`config.mk`:
```
export PLATFORM = sky130hd
export DESIGN_NAME = serial_adder
export DESIGN_NICKNAME = d
export VERILOG_FILES = /design/src/rtl/serial_adder_pkg.sv /design/src/rtl/serial_adder_full_adder.sv /design/src/rtl/serial_adder.sv
export SDC_FILE = /design/constraint.sdc
export NUM_CORES = 1
export LEC_CHECK = 0
export CORE_ASPECT_RATIO = 1.5
export CORE_MARGIN = 2
export CORE_UTILIZATION = 25
export CTS_CLUSTER_SIZE = 40
export DETAILED_ROUTE_END_ITERATION = 12
export SLEW_MARGIN = 0
export SYNTH_ARGS = -nofsm -noshare
export SYNTH_HDL_FRONTEND = slang
export SYNTH_SLANG_ARGS = --single-unit
```
`constraint.sdc`:
```
create_clock -name Clk -period 1.9 [get_ports Clk]
set_input_delay 0.38 -clock Clk [delete_from_list [all_inputs] [get_ports Clk]]
set_output_delay 0.38 -clock Clk [all_outputs]
set_load 0.05 [all_outputs]
```
`src/rtl/serial_adder_pkg.sv`:
```
// serial_adder_pkg
//   Shared definitions for the bit-serial adder:
//     state_t    - FSM state encoding (IDLE/RUN/DONE)
//     cnt_width  - bit-counter width derived from the operand width
//     CNT_W      - counter width for the default 8-bit build
package serial_adder_pkg;

    typedef enum logic [1:0] {
        IDLE = 2'd0,
        RUN  = 2'd1,
        DONE = 2'd2
    } state_t;

    localparam int unsigned DEFAULT_WIDTH = 8;

    // Counter only has to reach WIDTH-1; keep at least one bit.
    function automatic int unsigned cnt_width(input int unsigned width);
        return (width < 2) ? 1 : $clog2(width);
    endfunction

    localparam int unsigned CNT_W = cnt_width(DEFAULT_WIDTH);

endpackage

```
`src/rtl/serial_adder_full_adder.sv`:
```
// full_adder
//   One-bit combinational full adder used as the serial datapath cell.
//   Ports:
//     A, B  - operand bits
//     Cin   - carry in
//     Sum   - sum bit
//     Cout  - carry out
module full_adder (
    input  logic A,
    input  logic B,
    input  logic Cin,
    output logic Sum,
    output logic Cout
);

    always_comb begin
        Sum  = A ^ B ^ Cin;
        Cout = (A & B) | (A & Cin) | (B & Cin);
    end

endmodule

```
`src/rtl/serial_adder.sv`:
```
// serial_adder
//   Bit-serial adder: operands are captured on Start, then processed one
//   bit per clock (LSB first) through a single full_adder cell. The result
//   appears on Sum/Carry together with a one-cycle Done pulse.
//   Optional subtract support is built when SERIAL_ADDER_SUB_EN is defined.
//   Parameters:
//     WIDTH  - operand/result width (2..32)
//   Ports:
//     Clk    - rising-edge clock
//     Rst    - asynchronous active-high reset
//     Start  - begin an operation (sampled in IDLE only)
//     A, B   - operands, captured on the accepting edge
//     Mode   - 0 = A+B, 1 = A-B (only with SERIAL_ADDER_SUB_EN)
//     Sum    - registered result of the last completed operation
//     Carry  - registered carry-out (subtract: 1 = no borrow)
//     Busy   - high while the operation is running
//     Done   - one-cycle pulse when a new result is loaded
module serial_adder
    import serial_adder_pkg::*;
#(
    parameter int unsigned WIDTH = 8
) (
    input  logic             Clk,
    input  logic             Rst,
    input  logic             Start,
    input  logic [WIDTH-1:0] A,
    input  logic [WIDTH-1:0] B,
`ifdef SERIAL_ADDER_SUB_EN
    input  logic             Mode,
`endif
    output logic [WIDTH-1:0] Sum,
    output logic             Carry,
    output logic             Busy,
    output logic             Done
);

    localparam int unsigned CW = cnt_width(WIDTH);

    state_t           state;
    logic [WIDTH-1:0] a_sr;
    logic [WIDTH-1:0] b_sr;
    logic [WIDTH-2:0] r_sr;     // sum bits collected so far
    logic [CW-1:0]    cnt;
    logic             cy;
    logic             fa_b;
    logic             fa_s;
    logic             fa_co;
    logic             init_cy;
    logic [WIDTH-1:0] r_nxt;

`ifdef SERIAL_ADDER_SUB_EN
    logic sub;
    // Subtract as A + ~B + 1: invert B bit-by-bit, seed carry with 1.
    assign fa_b    = b_sr[0] ^ sub;
    assign init_cy = Mode;
`else
    assign fa_b    = b_sr[0];
    assign init_cy = 1'b0;
`endif

    full_adder u_fa (
        .A    (a_sr[0]),
        .B    (fa_b),
        .Cin  (cy),
        .Sum  (fa_s),
        .Cout (fa_co)
    );

    // New sum bit enters at the MSB; after WIDTH shifts the word is aligned.
    assign r_nxt = {fa_s, r_sr};

    always_ff @(posedge Clk or posedge Rst) begin
        if (Rst) begin
            state <= IDLE;
            a_sr  <= '0;
            b_sr  <= '0;
            r_sr  <= '0;
            cnt   <= '0;
            cy    <= 1'b0;
`ifdef SERIAL_ADDER_SUB_EN
            sub   <= 1'b0;
`endif
            Sum   <= '0;
            Carry <= 1'b0;
            Busy  <= 1'b0;
            Done  <= 1'b0;
        end else begin
            Done <= 1'b0;
            case (state)
                IDLE: begin
                    if (Start) begin
                        a_sr  <= A;
                        b_sr  <= B;
                        cnt   <= '0;
                        cy    <= init_cy;
`ifdef SERIAL_ADDER_SUB_EN
                        sub   <= Mode;
`endif
                        Busy  <= 1'b1;
                        state <= RUN;
                    end
                end
                RUN: begin
                    a_sr <= a_sr >> 1;
                    b_sr <= b_sr >> 1;
                    r_sr <= r_nxt[WIDTH-1:1];
                    cy   <= fa_co;
                    cnt  <= cnt + 1'b1;
                    if (cnt == CW'(WIDTH - 1)) begin
                        Sum   <= r_nxt;
                        Carry <= fa_co;
                        Busy  <= 1'b0;
                        Done  <= 1'b1;
                        state <= DONE;
                    end
                end
                DONE: begin
                    state <= IDLE;
                end
                default: begin
                    state <= IDLE;
                end
            endcase
        end
    end

endmodule

```
==> impl_results.md, run 1 <==
* Status: completed
* Worst Skew at 0.00788 ns
* Largest net degree at the start of global routing at 41
* Pre-CTS setup slack at 0.0765 ns
* Max-slew violation count at 0
* Total Neg Setup Slack at 0 ns
* Buffers plus inverters on the worst setup path at 1
* DRT Pass-1 Iters at 4
* GRT Overall Usage at 10.4%
* Fill cell count at 740
* Synth Area per Inst at 11.1 um2
* CP max stage delay at 0.80 ns
* Maximum root-to-sink buffer count at 2
* H-tree depth at 2
* Post-DP HPWL at 2530 um
* Complex-gate fraction of the synthesized area at 12.5%
* CTS resizes at 0
* Max_cap viols at 0
* Cells after Synth at 163
* Slowest CP cell: clkdlybuf4s50_1
* Residual DRC count at 0
* Simple-Gate Fraction of Synth Area at 17.1%
* Syn Nets at 185
* Post-synthesis sequential area ratio at 55.2%
* Hold_buf cts at 0
* Final Hold Fails at 0
* Top cells by area, synth: dfrtp_1 (55%), mux2_2 (5.6%), nand2_1 (5.0%)
* Share of the synthesized area in the top cell type at 55.2%
* CP Cell Sequence: clkdlybuf4s50_1
* Crit-path max FO at 2
* Initial core utilization at 25.4%
* Routed wl met3 at 143 um
* Core Area at 7130 um2
* DP Area at 2170 um2
* Period utilization at 95.2%
* GRT Residual Overflow at 0
* RSZ-0062 raised after global routing: no
* Worst path top cell family by delay: buffers and inverters
* CTS tree: built
* Final setup viols at 0
* Post-Synth Adder-Cell Area at 2.48%
* Crit Path Class: register to output port
* I/O pin count at 30
* Fin util at 31.8%
* Least-Margin Pin Slew at 0.515 ns
* PortBufs at 29
* Gpl congestion at 0.764
* CTS Root Cell: clkbuf_8
* Critical path launch point type: register
* Synth cell types at 31
* WP data arrival at 1.43 ns
* Share of post-route cells with drive strength above 1 at 18.5%
* Vert. Die Dim at 108 um
* Fmax at 553 MHz
* Yosys reg bits at 40
* Vias in the first global route at 1370
* N_diodes at 0
* Area grow syn2layout at 25.3%
* Worst skew pair latency at 0.30 ns
* Final instance area at 2270 um2
* Antenna viol nets, final at 0
* Peak VDD IR at 0.456 mV
* Synth Area in XOR/XNOR at 0%
* Post-DR wirelength/cell at 13.2 um
* First-pass GRT wire length at 6380 um
* Die width at 73.5 um
* Worst setup margin at 0.0906 ns
* Clock Sink Count at 40
* Die area at 7960 um2
* CTS buffer count at 5
* Critical path capture point type: output port
* Mux cell area share after synthesis at 6.69%
* Initial antenna violation count at 0
* Final worst path period need at 1.81 ns
* Mapped Area at 1810 um2
* DR iter-0 viols at 102
* Routed WL at 3630 um
* Fin nets at 217
* Synth area leader: dfrtp_1
* Post-CTS setup buffer count at 0
* Vias after detailed routing at 1299
* Vias per cell at 4.72
* PD cells at 1650 nW/um2
* YS warnings at 0
* Leak Pwr at 1.02 nW
* Largest family of logic cells by synthesized area: simple AND/OR/NAND/NOR gates
* Row cnt at 38
* CP Data Required Time at 1.52 ns
* Normalized max-slew margin at 65.7%
* Highest metal layer with signal wires: met4
* CTS clk-pin slew, worst paths at 0.07 ns
* Hold Path Class: register to register
* Routed wl met2 at 1800 um
* M1 WL at 1610 um
[placed cells by master, fill, tap and decap left out, types with 5 or more instances in the layout]
master           instances
buf_4                   12
nor2_1                   6
nand2b_1                 5
inv_1                    9
a21oi_1                  9
o22a_1                   5
o21ai_0                  6
nor3b_1                  9
nor3_1                   7
clkbuf_8                 7
clkdlybuf4s50_1         22
nand2_1                 24
dfrtp_1                 40
mux2_2                   9
[power breakdown]
group / total (mW) / internal, mW / leakage, nW / switching (mW)
combinational: 1.66 / 0.715 / 0.487 / 0.941
clock: 0.613 / 0.323 / 0.0503 / 0.290
sequential: 1.49 / 1.24 / 0.487 / 0.245
total: 3.76 / 2.28 / 1.02 / 1.48
[cells in the mapped netlist, drive strengths merged]
master / instances
fa: 1
a21oi: 9
nor2b: 1
nor3: 7
nor2: 6
o22ai: 1
inv: 10
a211oi: 2
o21ai: 8
buf: 10
o32ai: 2
or4b: 1
a22o: 3
o21bai: 1
dfrtp: 40
nor4b: 2
o22a: 5
mux2i: 2
nand2: 25
o21ba: 1
nand2b: 5
and2b: 1
mux2: 9
ha: 2
nor3b: 9
[metal layers]
layer / global-route usage (%) / vias to the layer above
met5: 0 / -
met4: 4.81 / 0
met3: 3.17 / 7
met2: 16.2 / 30
met1: 13.0 / 641
li1: - / 621
[final cells by class]
cell class / instances / area, um2 / area share, %
Tap cell: 80 / 100 / 4.41
Inverter: 10 / 40.0 / 1.76
Multi-Input combinational cell: 103 / 703 / 31.0
Timing Repair Buffer: 35 / 330 / 14.5
Clock buffer: 7 / 96.3 / 4.24
Sequential cell: 40 / 1000 / 44.1
[metrics by stage]
stage                     hold slack (ns)  instances  total power [mW]
after floorplan                     0.440        163              2.74
after global placement              0.458        268              3.15
after detailed placement            0.471        268              3.20
after CTS                           0.490        275              3.82
after global routing                0.522        275              4.06
final                               0.478        275              3.76
[flip-flops by register name (all words and copies together) (netlist names)]
signal and flops:
Done 1, a_sr 8, state 2, Carry 1
Busy 1, cnt 3, cy 1, Sum 8
r_sr 7, b_sr 8
[logic make-up after synthesis]
group / Yosys count
adders and majority gates: 3
DFF: 40
buffers and inverters: 20
muxes: 11
and+or+nand+nor: 57
AOI/OAI and AO/OA: 32
[path summary, 6_finish.rpt]
kind,start,to,slack (ns),cells after the start
worst max-delay path,Sum[3]$_DFFE_PP0P_,Sum[3],0.09,1
worst min-delay path,r_sr[0]$_DFFE_PP0N_,r_sr[0]$_DFFE_PP0N_,0.48,2
worst max register to register,state[1]$_DFFE_PP0P_,b_sr[0]$_DFFE_PP0P_,0.39,3
worst min register to register,r_sr[0]$_DFFE_PP0N_,r_sr[0]$_DFFE_PP0N_,0.48,2
max in group asynchronous,Rst,Sum[6]$_DFFE_PP0P_,1.03,3
min in group asynchronous,Rst,Sum[2]$_DFFE_PP0P_,0.51,3
[worst register-to-register path: cells and delay by family (launching register included)]
kind	cells	cell delay, ns
DFF	1	0.65
AOI/OAI and AO/OA	1	0.15
and+or+nand+nor	2	0.63
(Power assumes the default switching activity.)
==> run 2, diff against run 1 <==
SYNTH_HIERARCHICAL = 1   (was not set)
==> run 2 against run 1 <==
Net effect: worst hold slack worse by 0.0033 ns; critical endpoint is now Sum[0]; non-clock buffer count is 1 higher; final cell count is 1.8% lower; maximum frequency is 0.13% higher; critical path type unchanged; critical path depth stayed put; clock power is 11% higher; combinational power is 7% lower; area after synthesis is 4.6% lower; wire length is 3.9% lower; flip-flop and latch count stayed put.
==> impl_results.md, run 2 <==
* Status: completed
* Top cells by area, synth: dfrtp_1 (58%), mux2_1 (5.9%), o22ai_1 (5.8%)
* Vias per cell at 4.59 (-2.9%)
* Critical path capture point type: output port
* Normalized max-slew margin at 62.1% (-3.6 points)
* CP Cell Sequence: clkdlybuf4s50_1
* Leading cell type in the layout, fill and taps excluded: dfrtp_1
* Die width at 71.9 um (-2.2%)
* Cell with the most instances after synthesis: dfrtp_1
* Yosys reg bits at 40 (unchanged)
* Row cnt at 37 (-2.6%)
* Maximum root-to-sink buffer count at 2 (unchanged)
* Final Hold Fails at 0 (unchanged)
* DR iter-0 viols at 71 (-30%)
* Post-DR wirelength/cell at 12.9 um (-2.1%)
* Synth cell types at 28 (-9.7%)
* Gpl congestion at 0.753 (-1.5%)
* Share of the synthesized area in the top cell type at 57.9% (+2.7 points)
* Post-DP HPWL at 2430 um (-3.7%)
* Slowest CP cell: clkdlybuf4s50_1
* Biggest regs: Sum x8, a_sr x8, b_sr x8
* Fin nets at 213 (-1.8%)
* WP data arrival at 1.43 ns (about the same)
* Final worst path period need at 1.81 ns (-0.00232 ns)
* Final non-filler cell total at 270 (-1.8%)
* Core Area at 6760 um2 (-5.2%)
* I/O pin count at 30 (unchanged)
* Total Neg Setup Slack at 0 ns (unchanged)
* CTS Root Cell: clkbuf_8
* Share of post-route cells with drive strength above 1 at 12.0% (-6.5 points)
* Residual DRC count at 0 (unchanged)
* CP Data Required Time at 1.52 ns (about the same)
* Leak Pwr at 0.979 nW (-4.4%)
* PortBufs at 29 (unchanged)
* Peak VDD IR at 0.571 mV (+25%)
* Syn Nets at 180 (-2.7%)
* Post-CTS setup buffer count at 0 (unchanged)
* Placed insts at 262 (-2.2%)
* Hold_buf cts at 0 (unchanged)
* Max_cap viols at 0 (unchanged)
* First-pass GRT wire length at 6180 um (-3.1%)
* Largest net degree at the start of global routing at 41 (unchanged)
* Worst path top cell family by delay: buffers and inverters
* Number of synthesized flops with an enable pin at 0 (unchanged)
* CP max stage delay at 0.80 ns (about the same)
* Max-slew violation count at 0 (unchanged)
* Antenna viol nets, final at 0 (unchanged)
* Mapped Area at 1730 um2 (-4.6%)
* Fmax at 553 MHz (+0.13%)
* Vias after detailed routing at 1239 (-4.6%)
* CTS resizes at 0 (unchanged)
* Synth Area per Inst at 10.9 um2 (-1.6%)
* Buffers plus inverters on the worst setup path at 1 (unchanged)
* Clock Sink Count at 40 (unchanged)
* Area grow syn2layout at 27.3%
* Crit-path max FO at 2 (unchanged)
* FFs w/ async S/R, synth at 100% (unchanged)
* Vert. Die Dim at 106 um (-2.2%)
* Cells after Synth at 158 (-3.1%)
* Worst Skew at 0.00580 ns (-0.00208 ns)
* Worst skew pair latency at 0.29 ns (about the same)
* CTS tree: built
* Synth cell count leaders: dfrtp_1 (40), nand2_1 (25), o22ai_1 (16)
* PD cells at 1690 nW/um2 (+2.2%)
* N_diodes at 0 (unchanged)
* Routed WL at 3490 um (-3.9%)
* Die area at 7610 um2 (-4.4%)
* Vias in the first global route at 1303 (-4.9%)
* YS warnings at 6 (+6)
* H-tree depth at 2 (unchanged)
* Flop2flop setup slack at 0.36 ns (-0.03 ns)
* DRT Pass-1 Iters at 4 (unchanged)
* Dominant synthesized flop cell: dfrtp_1
* Initial antenna violation count at 0 (unchanged)
* CTS buffer count at 5 (unchanged)
* Fill cell count at 703 (-5.0%)
* Crit Path Class: register to output port
* Critical path launch point type: register
* Least-Margin Pin Slew at 0.569 ns (+0.0538 ns)
* Period utilization at 95.1% (-0.12 points)
* Synth area leader: dfrtp_1
* Final setup viols at 0 (unchanged)
* RSZ-0062 raised after global routing: no
* GRT Residual Overflow at 0 (unchanged)
* Most frequent cells in the layout: dfrtp_1 (40), nand2_1 (25), clkdlybuf4s50_1 (23), o22ai_1 (16), buf_4 (13)
* Hold Path Class: register to register
* Post-synthesis sequential area ratio at 57.9% (+2.7 points)
* GRT Overall Usage at 10.4% (about the same)
* CTS clk-pin slew, worst paths at 0.07 ns (about the same)
* Initial core utilization at 25.6% (+0.16 points)
run 2: final cells by class:
class	instances	area (um2)	area share (%)
Sequential cell	40	1000	45.5
Multi-Input combinational cell	99	631	28.7
Timing Repair Buffer	36	328	14.9
Tap cell	78	97.6	4.43
Clock buffer	6	72.6	3.30
Inverter	9	36.3	1.65
Clock inverter	2	35.0	1.59
run 2: per-layer routing:
metal	part of all wire (%)	global-route usage, %	vias to the layer above
met5	0	0	-
met4	2.6	4.58	0
met3	4.6	3.25	7
met2	46	15.8	33
met1	47	13.4	582
li1	-	-	617
run 2: final timing paths:
kind,start,cells past startpoint,to
min reg2reg,r_sr[0]$_DFFE_PP0N_,2,r_sr[0]$_DFFE_PP0N_
max,Sum[0]$_DFFE_PP0P_,1,Sum[0]
max in group asynchronous,Rst,3,a_sr[7]$_DFFE_PP0P_
min in group asynchronous,Rst,3,b_sr[3]$_DFFE_PP0P_
min,r_sr[0]$_DFFE_PP0N_,2,r_sr[0]$_DFFE_PP0N_
max reg2reg,state[1]$_DFFE_PP0P_,4,Sum[3]$_DFFE_PP0P_
run 2: cells by family (layout without fill, tap and decap cells):
kind of cell,after synthesis,after routing,share of synthesized area (%)
AOI/OAI and AO/OA,45,45,15.9
and+or+nand+nor,41,41,11.5
DFF,40,40,57.9
buffers and inverters,19,53,5.64
muxes,10,10,6.44
adders and majority gates,3,3,2.60
run 2: metrics by stage:
stage	area [um2]	worst slack, ns	power [mW]	util (%)	hold slack (ns)
6_report	2200	0.0929	3.72	32.6	0.475
5_1_grt	2200	0.0301	4.03	32.6	0.507
3_3_place_gp	2090	0.207	3.04	31.0	0.462
3_5_place_dp	2090	0.152	3.09	31.0	0.462
2_1_floorplan	1730	0.549	2.62	-	0.442
4_1_cts	2200	0.0781	3.78	32.6	0.481
run 2: report_power, final:
group	leakage, nW	switching (mW)	internal, mW
logic	0.438	0.913	0.636
registers	0.486	0.249	1.24
clock network	0.0552	0.292	0.390
total	0.979	1.45	2.27
